$ cat src/rtl/alu_dispatch.sv
// alu_dispatch: command front-end for a bank of start/done ALU function units.
//
// Accepts {op, a, b} over a valid/ready handshake, pulses the selected
// unit's start for one cycle, waits for that unit's done, captures its
// 16-bit result with zero/neg flags and holds the response until the
// consumer takes it. Opcodes >= NUM_OPS never start a unit and return an
// error response (res=0, zero=1, err=1).
//
// Optional feature: define ALU_DISPATCH_TIMEOUT_EN to add a WAIT watchdog
// that returns an error response after TIMEOUT cycles without a done.
//
// Ports:
//   clk_i, rst_ni           clock (rising edge), async active-low reset
//   cmd_valid_i/cmd_ready_o command handshake
//   cmd_op_i, cmd_a_i/_b_i  opcode and operands
//   unit_a_o, unit_b_o      registered operands broadcast to all units
//   unit_start_o            one-hot, one-cycle start pulse
//   unit_done_i, unit_res_i per-unit done pulse and 16-bit result slice
//   rsp_valid_o/rsp_ready_i response handshake
//   rsp_res_o, rsp_zero_o, rsp_neg_o, rsp_err_o  response payload
module alu_dispatch #(
  parameter int NUM_OPS = 8,
  parameter int OP_W    = 3,
  parameter int TIMEOUT = 15
) (
  input  logic                  clk_i,
  input  logic                  rst_ni,
  input  logic                  cmd_valid_i,
  output logic                  cmd_ready_o,
  input  logic [OP_W-1:0]       cmd_op_i,
  input  logic [7:0]            cmd_a_i,
  input  logic [7:0]            cmd_b_i,
  output logic [7:0]            unit_a_o,
  output logic [7:0]            unit_b_o,
  output logic [NUM_OPS-1:0]    unit_start_o,
  input  logic [NUM_OPS-1:0]    unit_done_i,
  input  logic [16*NUM_OPS-1:0] unit_res_i,
  output logic                  rsp_valid_o,
  input  logic                  rsp_ready_i,
  output logic [15:0]           rsp_res_o,
  output logic                  rsp_zero_o,
  output logic                  rsp_neg_o,
  output logic                  rsp_err_o
);

  localparam logic [1:0] S_IDLE  = 2'd0;
  localparam logic [1:0] S_ISSUE = 2'd1;
  localparam logic [1:0] S_WAIT  = 2'd2;
  localparam logic [1:0] S_HOLD  = 2'd3;

  logic [1:0]         state_q, state_d;
  logic [OP_W-1:0]    op_q, op_d;
  logic [7:0]         a_q, a_d, b_q, b_d;
  logic [NUM_OPS-1:0] start_q, start_d;
  logic               ready_q, ready_d;
  logic               valid_q, valid_d;
  logic [15:0]        res_q, res_d;
  logic               zero_q, zero_d, neg_q, neg_d, err_q, err_d;

  logic [NUM_OPS-1:0] cmd_sel, op_sel;
  logic               done_sel;
  logic [15:0]        res_sel;

`ifdef ALU_DISPATCH_TIMEOUT_EN
  localparam int CNT_W = ($clog2(TIMEOUT + 1) > 4) ? $clog2(TIMEOUT + 1) : 4;
  // Count value seen during the last permitted WAIT cycle.
  localparam logic [CNT_W-1:0] CNT_LAST = CNT_W'(TIMEOUT - 1);
  logic [CNT_W-1:0] cnt_q, cnt_d;
`else
  logic unused_timeout;
  assign unused_timeout = (TIMEOUT != 0);
`endif

  // Opcode decode; an out-of-range opcode decodes to all zeros, which both
  // suppresses the start pulse and marks the command illegal.
  always_comb begin
    cmd_sel  = '0;
    op_sel   = '0;
    done_sel = 1'b0;
    res_sel  = '0;
    for (int i = 0; i < NUM_OPS; i++) begin
      cmd_sel[i] = (cmd_op_i == OP_W'(i));
      op_sel[i]  = (op_q == OP_W'(i));
      if (op_q == OP_W'(i)) begin
        done_sel = done_sel | unit_done_i[i];
        res_sel  = res_sel | unit_res_i[16*i +: 16];
      end
    end
  end

  // Illegal opcodes still pass through ISSUE (with no start) so their error
  // response appears one cycle after acceptance.
  always_comb begin
    state_d = state_q;
    op_d    = op_q;
    a_d     = a_q;
    b_d     = b_q;
    start_d = '0;
    ready_d = ready_q;
    valid_d = valid_q;
    res_d   = res_q;
    zero_d  = zero_q;
    neg_d   = neg_q;
    err_d   = err_q;
`ifdef ALU_DISPATCH_TIMEOUT_EN
    cnt_d   = cnt_q;
`endif
    case (state_q)
      S_IDLE: begin
        if (cmd_valid_i && ready_q) begin
          op_d    = cmd_op_i;
          a_d     = cmd_a_i;
          b_d     = cmd_b_i;
          start_d = cmd_sel;
          ready_d = 1'b0;
          state_d = S_ISSUE;
        end
      end
      S_ISSUE: begin
        if (|op_sel) begin
          state_d = S_WAIT;
`ifdef ALU_DISPATCH_TIMEOUT_EN
          cnt_d   = '0;
`endif
        end else begin
          state_d = S_HOLD;
          valid_d = 1'b1;
          res_d   = '0;
          zero_d  = 1'b1;
          neg_d   = 1'b0;
          err_d   = 1'b1;
        end
      end
      S_WAIT: begin
        // A done in the same cycle as the watchdog limit takes priority.
        if (done_sel) begin
          state_d = S_HOLD;
          valid_d = 1'b1;
          res_d   = res_sel;
          zero_d  = (res_sel == 16'h0000);
          neg_d   = res_sel[15];
          err_d   = 1'b0;
`ifdef ALU_DISPATCH_TIMEOUT_EN
        end else if (cnt_q == CNT_LAST) begin
          state_d = S_HOLD;
          valid_d = 1'b1;
          res_d   = '0;
          zero_d  = 1'b1;
          neg_d   = 1'b0;
          err_d   = 1'b1;
        end else begin
          cnt_d   = cnt_q + 1'b1;
`endif
        end
      end
      S_HOLD: begin
        if (rsp_ready_i) begin
          state_d = S_IDLE;
          valid_d = 1'b0;
          ready_d = 1'b1;
        end
      end
      default: state_d = S_IDLE;
    endcase
  end

  always_ff @(posedge clk_i or negedge rst_ni) begin
    if (!rst_ni) begin
      state_q <= S_IDLE;
      op_q    <= '0;
      a_q     <= '0;
      b_q     <= '0;
      start_q <= '0;
      ready_q <= 1'b1;
      valid_q <= 1'b0;
      res_q   <= '0;
      zero_q  <= 1'b0;
      neg_q   <= 1'b0;
      err_q   <= 1'b0;
`ifdef ALU_DISPATCH_TIMEOUT_EN
      cnt_q   <= '0;
`endif
    end else begin
      state_q <= state_d;
      op_q    <= op_d;
      a_q     <= a_d;
      b_q     <= b_d;
      start_q <= start_d;
      ready_q <= ready_d;
      valid_q <= valid_d;
      res_q   <= res_d;
      zero_q  <= zero_d;
      neg_q   <= neg_d;
      err_q   <= err_d;
`ifdef ALU_DISPATCH_TIMEOUT_EN
      cnt_q   <= cnt_d;
`endif
    end
  end

  assign cmd_ready_o  = ready_q;
  assign unit_a_o     = a_q;
  assign unit_b_o     = b_q;
  assign unit_start_o = start_q;
  assign rsp_valid_o  = valid_q;
  assign rsp_res_o    = res_q;
  assign rsp_zero_o   = zero_q;
  assign rsp_neg_o    = neg_q;
  assign rsp_err_o    = err_q;

endmodule

$ cat config.mk
export PLATFORM = sky130hd
export DESIGN_NAME = alu_dispatch
export DESIGN_NICKNAME = d
export VERILOG_FILES = /design/src/rtl/alu_dispatch.sv
export SDC_FILE = /design/constraint.sdc
export NUM_CORES = 1
export LEC_CHECK = 0
export BUFFER_PORTS_ARGS = -buffer_cell sky130_fd_sc_hd__buf_2
export CORE_MARGIN = 8
export CORE_UTILIZATION = 35
export CTS_CLUSTER_SIZE = 10
export DETAILED_ROUTE_END_ITERATION = 7
export PLACE_DENSITY = 0.79
export SLEW_MARGIN = 20
export SYNTH_ARGS = -nofsm -noshare
export SYNTH_HDL_FRONTEND = slang
export SYNTH_SLANG_ARGS = --single-unit
$ cat constraint.sdc
create_clock -name clk_i -period 4.3 [get_ports clk_i]
set_input_delay 0.215 -clock clk_i [delete_from_list [all_inputs] [get_ports clk_i]]
set_output_delay 0.215 -clock clk_i [all_outputs]
set_load 0.05 [all_outputs]
==> metrics.cfg <==
[clock_tree]
cts.reportedPaths.clkPinSlew_ns=0.10
cts_tree=done
htree_levels=2
clock_latency_ns=0.30
cts_hold_buf=0
cts-buffers-inserted=5
root_buffer=clkbuf_8
cts_resized=0
cts.path.max_buffers=2
postCtsSetupBuffers=0
cts_sinks=49

[timing]
fin_ws_ns=1.595
slew_headroom_pct=28.17
setup_tns_ns=0
min_period_ns=2.705
hold_viol_final=0
fmax_ghz=0.3697
skew_ns=0.01049
rsz0062_at_grt=false
slew_violations=0
setup_viol=0
worst_pin_slew_ns=1.077
fin_crit_sh_pct=62.90

[synth]
synth-main-ff-cell=dfrtp_1
synth_seq_cells=49
synth_area_um2=3040
synthTopCellsByArea=dfrtp_1 40%, mux4_2 15%, mux4_1 11%
yosysMostFrequentCell=dfrtp_1
synth_top_area_share_pct=39.51
yosys_warnings=0
synth.avg_cell_area_um2=13.88
async_flop_share_pct=100.0
synth_fp_nets=383
synth_cell_type_count=35
yosys-top-cells-count=48 x dfrtp_1, 22 x nand2_1, 20 x mux2_2, 20 x mux4_2, 17 x mux2i_1
synth_area_leader_cell=dfrtp_1
synth-edff-count=0
ys_seq_area_share_pct=40.37
netlist_instances=219

[pwr]
internal-power_uw=713.7
p_per_area_nw_per_um2=217.8
seqPwrFrac_pct=50.1
irDropWorstVdd_uv=136.1
p_sw_uw=205.9
p_clk_share_pct=37.1
p_comb_share_pct=12.8
p_leak_uw=0.002114
switching_share_pct=22.39

[global_routing]
grt_max_degree=50
grt_util_all_layers_pct=15.36
grt_pass1_vias=2941
grt_pass1_wl_mm=14.48
antenna_found_initial=0
overflow=0

[placement]
hpwl_mm=8.062
dpl_worst_slack_ns=1.538
routabilityCongestion=0.7409
place_area_um2=4085
port-buffer-count=203

[setup_path]
cp_slowest_cell=dfrtp_2
cp_max_fo=36
worstSetupPathType=reg2reg
cp-end-kind=register
critPathTopFamily=flip-flops
worstPathRequired_ns=4.49
startpoint_type=register
path_cells=mux4_2, o21ai_4, nand2b_1, o31a_1
worst_path_largest_cell_delay_ns=1.02
arrival_ns=2.90
crit_buf_inv=0

[finish]
drive_gt1_share_pct=61.69
fin_nets=578
area_growth_pct=38.85
design_area_um2=4222
antenna_cells=0

[die]
dieArea_um2=11930
coreArea_um2=8593
ios=204
fp-row-count=34
initial_core_util_pct=35.38
fp.dieW_um=109.2
die_h_um=109.2

[drt]
routedWlPerCell_um=18.03
drcViolationCount=0
drt-initial-drc-count=117
ant_nets=0
vias=2664
wl_mm=9.428
drtPass1Iterations=4
via_per_inst=5.094

[min_path]
min_path_type=in2reg

[run]
drv_cap=0

[run_status]
status=finished clean

registers in the layout (all words and copies together) (netlist names):
name	count
cmd_ready_o	1
op_q	3
rsp_err_o	1
rsp_res_o	16
rsp_valid_o	1
rsp_zero_o	1
state_q	2
unit_a_o	8
unit_b_o	8
unit_start_o	8
layer usage:
layer | GRT usage, % | vias up | wire [um]
li1 | - | 1255 | -
met1 | 16.61 | 1278 | 3411
met2 | 27.86 | 122 | 4982
met3 | 5.378 | 9 | 917
met4 | 4.050 | 0 | 116
met5 | 0 | - | 0
cell type report:
type | instances | area, um^2
sequential | 49 | 1229
clock buffer | 5 | 68.82
timing repair buffer | 205 | 1036
inverter | 5 | 18.77
multi-input combinational | 148 | 1684
clock inverter | 3 | 50.05
fill | 805 | 4372
tap | 108 | 135.1
power by group through the flow:
stage / clock network (uW) / registers (uW) / logic, uW
after CTS: 349 / 460 / 119
final: 341 / 460 / 118
after detailed placement: 0 / 470 / 118
after floorplan: 0 / 470 / 32.4
after global routing: 366 / 461 / 130
after global placement: 0 / 470 / 113
final timing paths:
path,cells after the start,endpoint,slack [ns],start
min in group asynchronous,2,op_q[2],0.49,rst_ni
worst min-delay path,2,unit_start_o[1],0.13,cmd_op_i[2]
worst max register to register,4,rsp_zero_o,1.60,op_q[0]
worst max-delay path,4,rsp_zero_o,1.60,op_q[0]
max in group asynchronous,2,op_q[0],3.38,rst_ni
worst min register to register,2,rsp_res_o[6],0.48,rsp_res_o[6]
kinds of logic after synthesis:
logic type	after synthesis	synth area share, %
muxes	70	39.05
adders and majority gates	5	2.058
AOI/OAI and AO/OA	27	6.832
buffers and inverters	22	4.403
DFF	49	40.37
and+or+nand+nor	46	7.284
stage by stage:
stage	util, %	hold WS [ns]	power, uW	cells
final	49.13	0.1274	919.5	523
after global routing	49.13	0.1187	956.2	523
after CTS	48.92	0.1240	928.6	522
after detailed placement	47.54	0.4523	587.9	514
after global placement	47.54	0.4460	582.3	514
after floorplan	-	-0.08059	502.1	219
worst register-to-register path, cell delays in order (launching register included):
cell and delay [ns]:
dfrtp_2 1.02, mux4_2 0.66, o21ai_4 0.67, nand2b_1 0.13, o31a_1 0.13
cell usage in the layout (no fill, tap or decap), types with 5 or more instances in the layout:
cell type,n
buf_2,202
dfrtp_1,47
nand2_1,22
mux2_2,20
mux4_2,20
mux2i_1,17
o31ai_1,16
mux4_1,13
nand4_1,5
ha_1,5
clkbuf_8,5
Power figures use the tool's default switching activity.
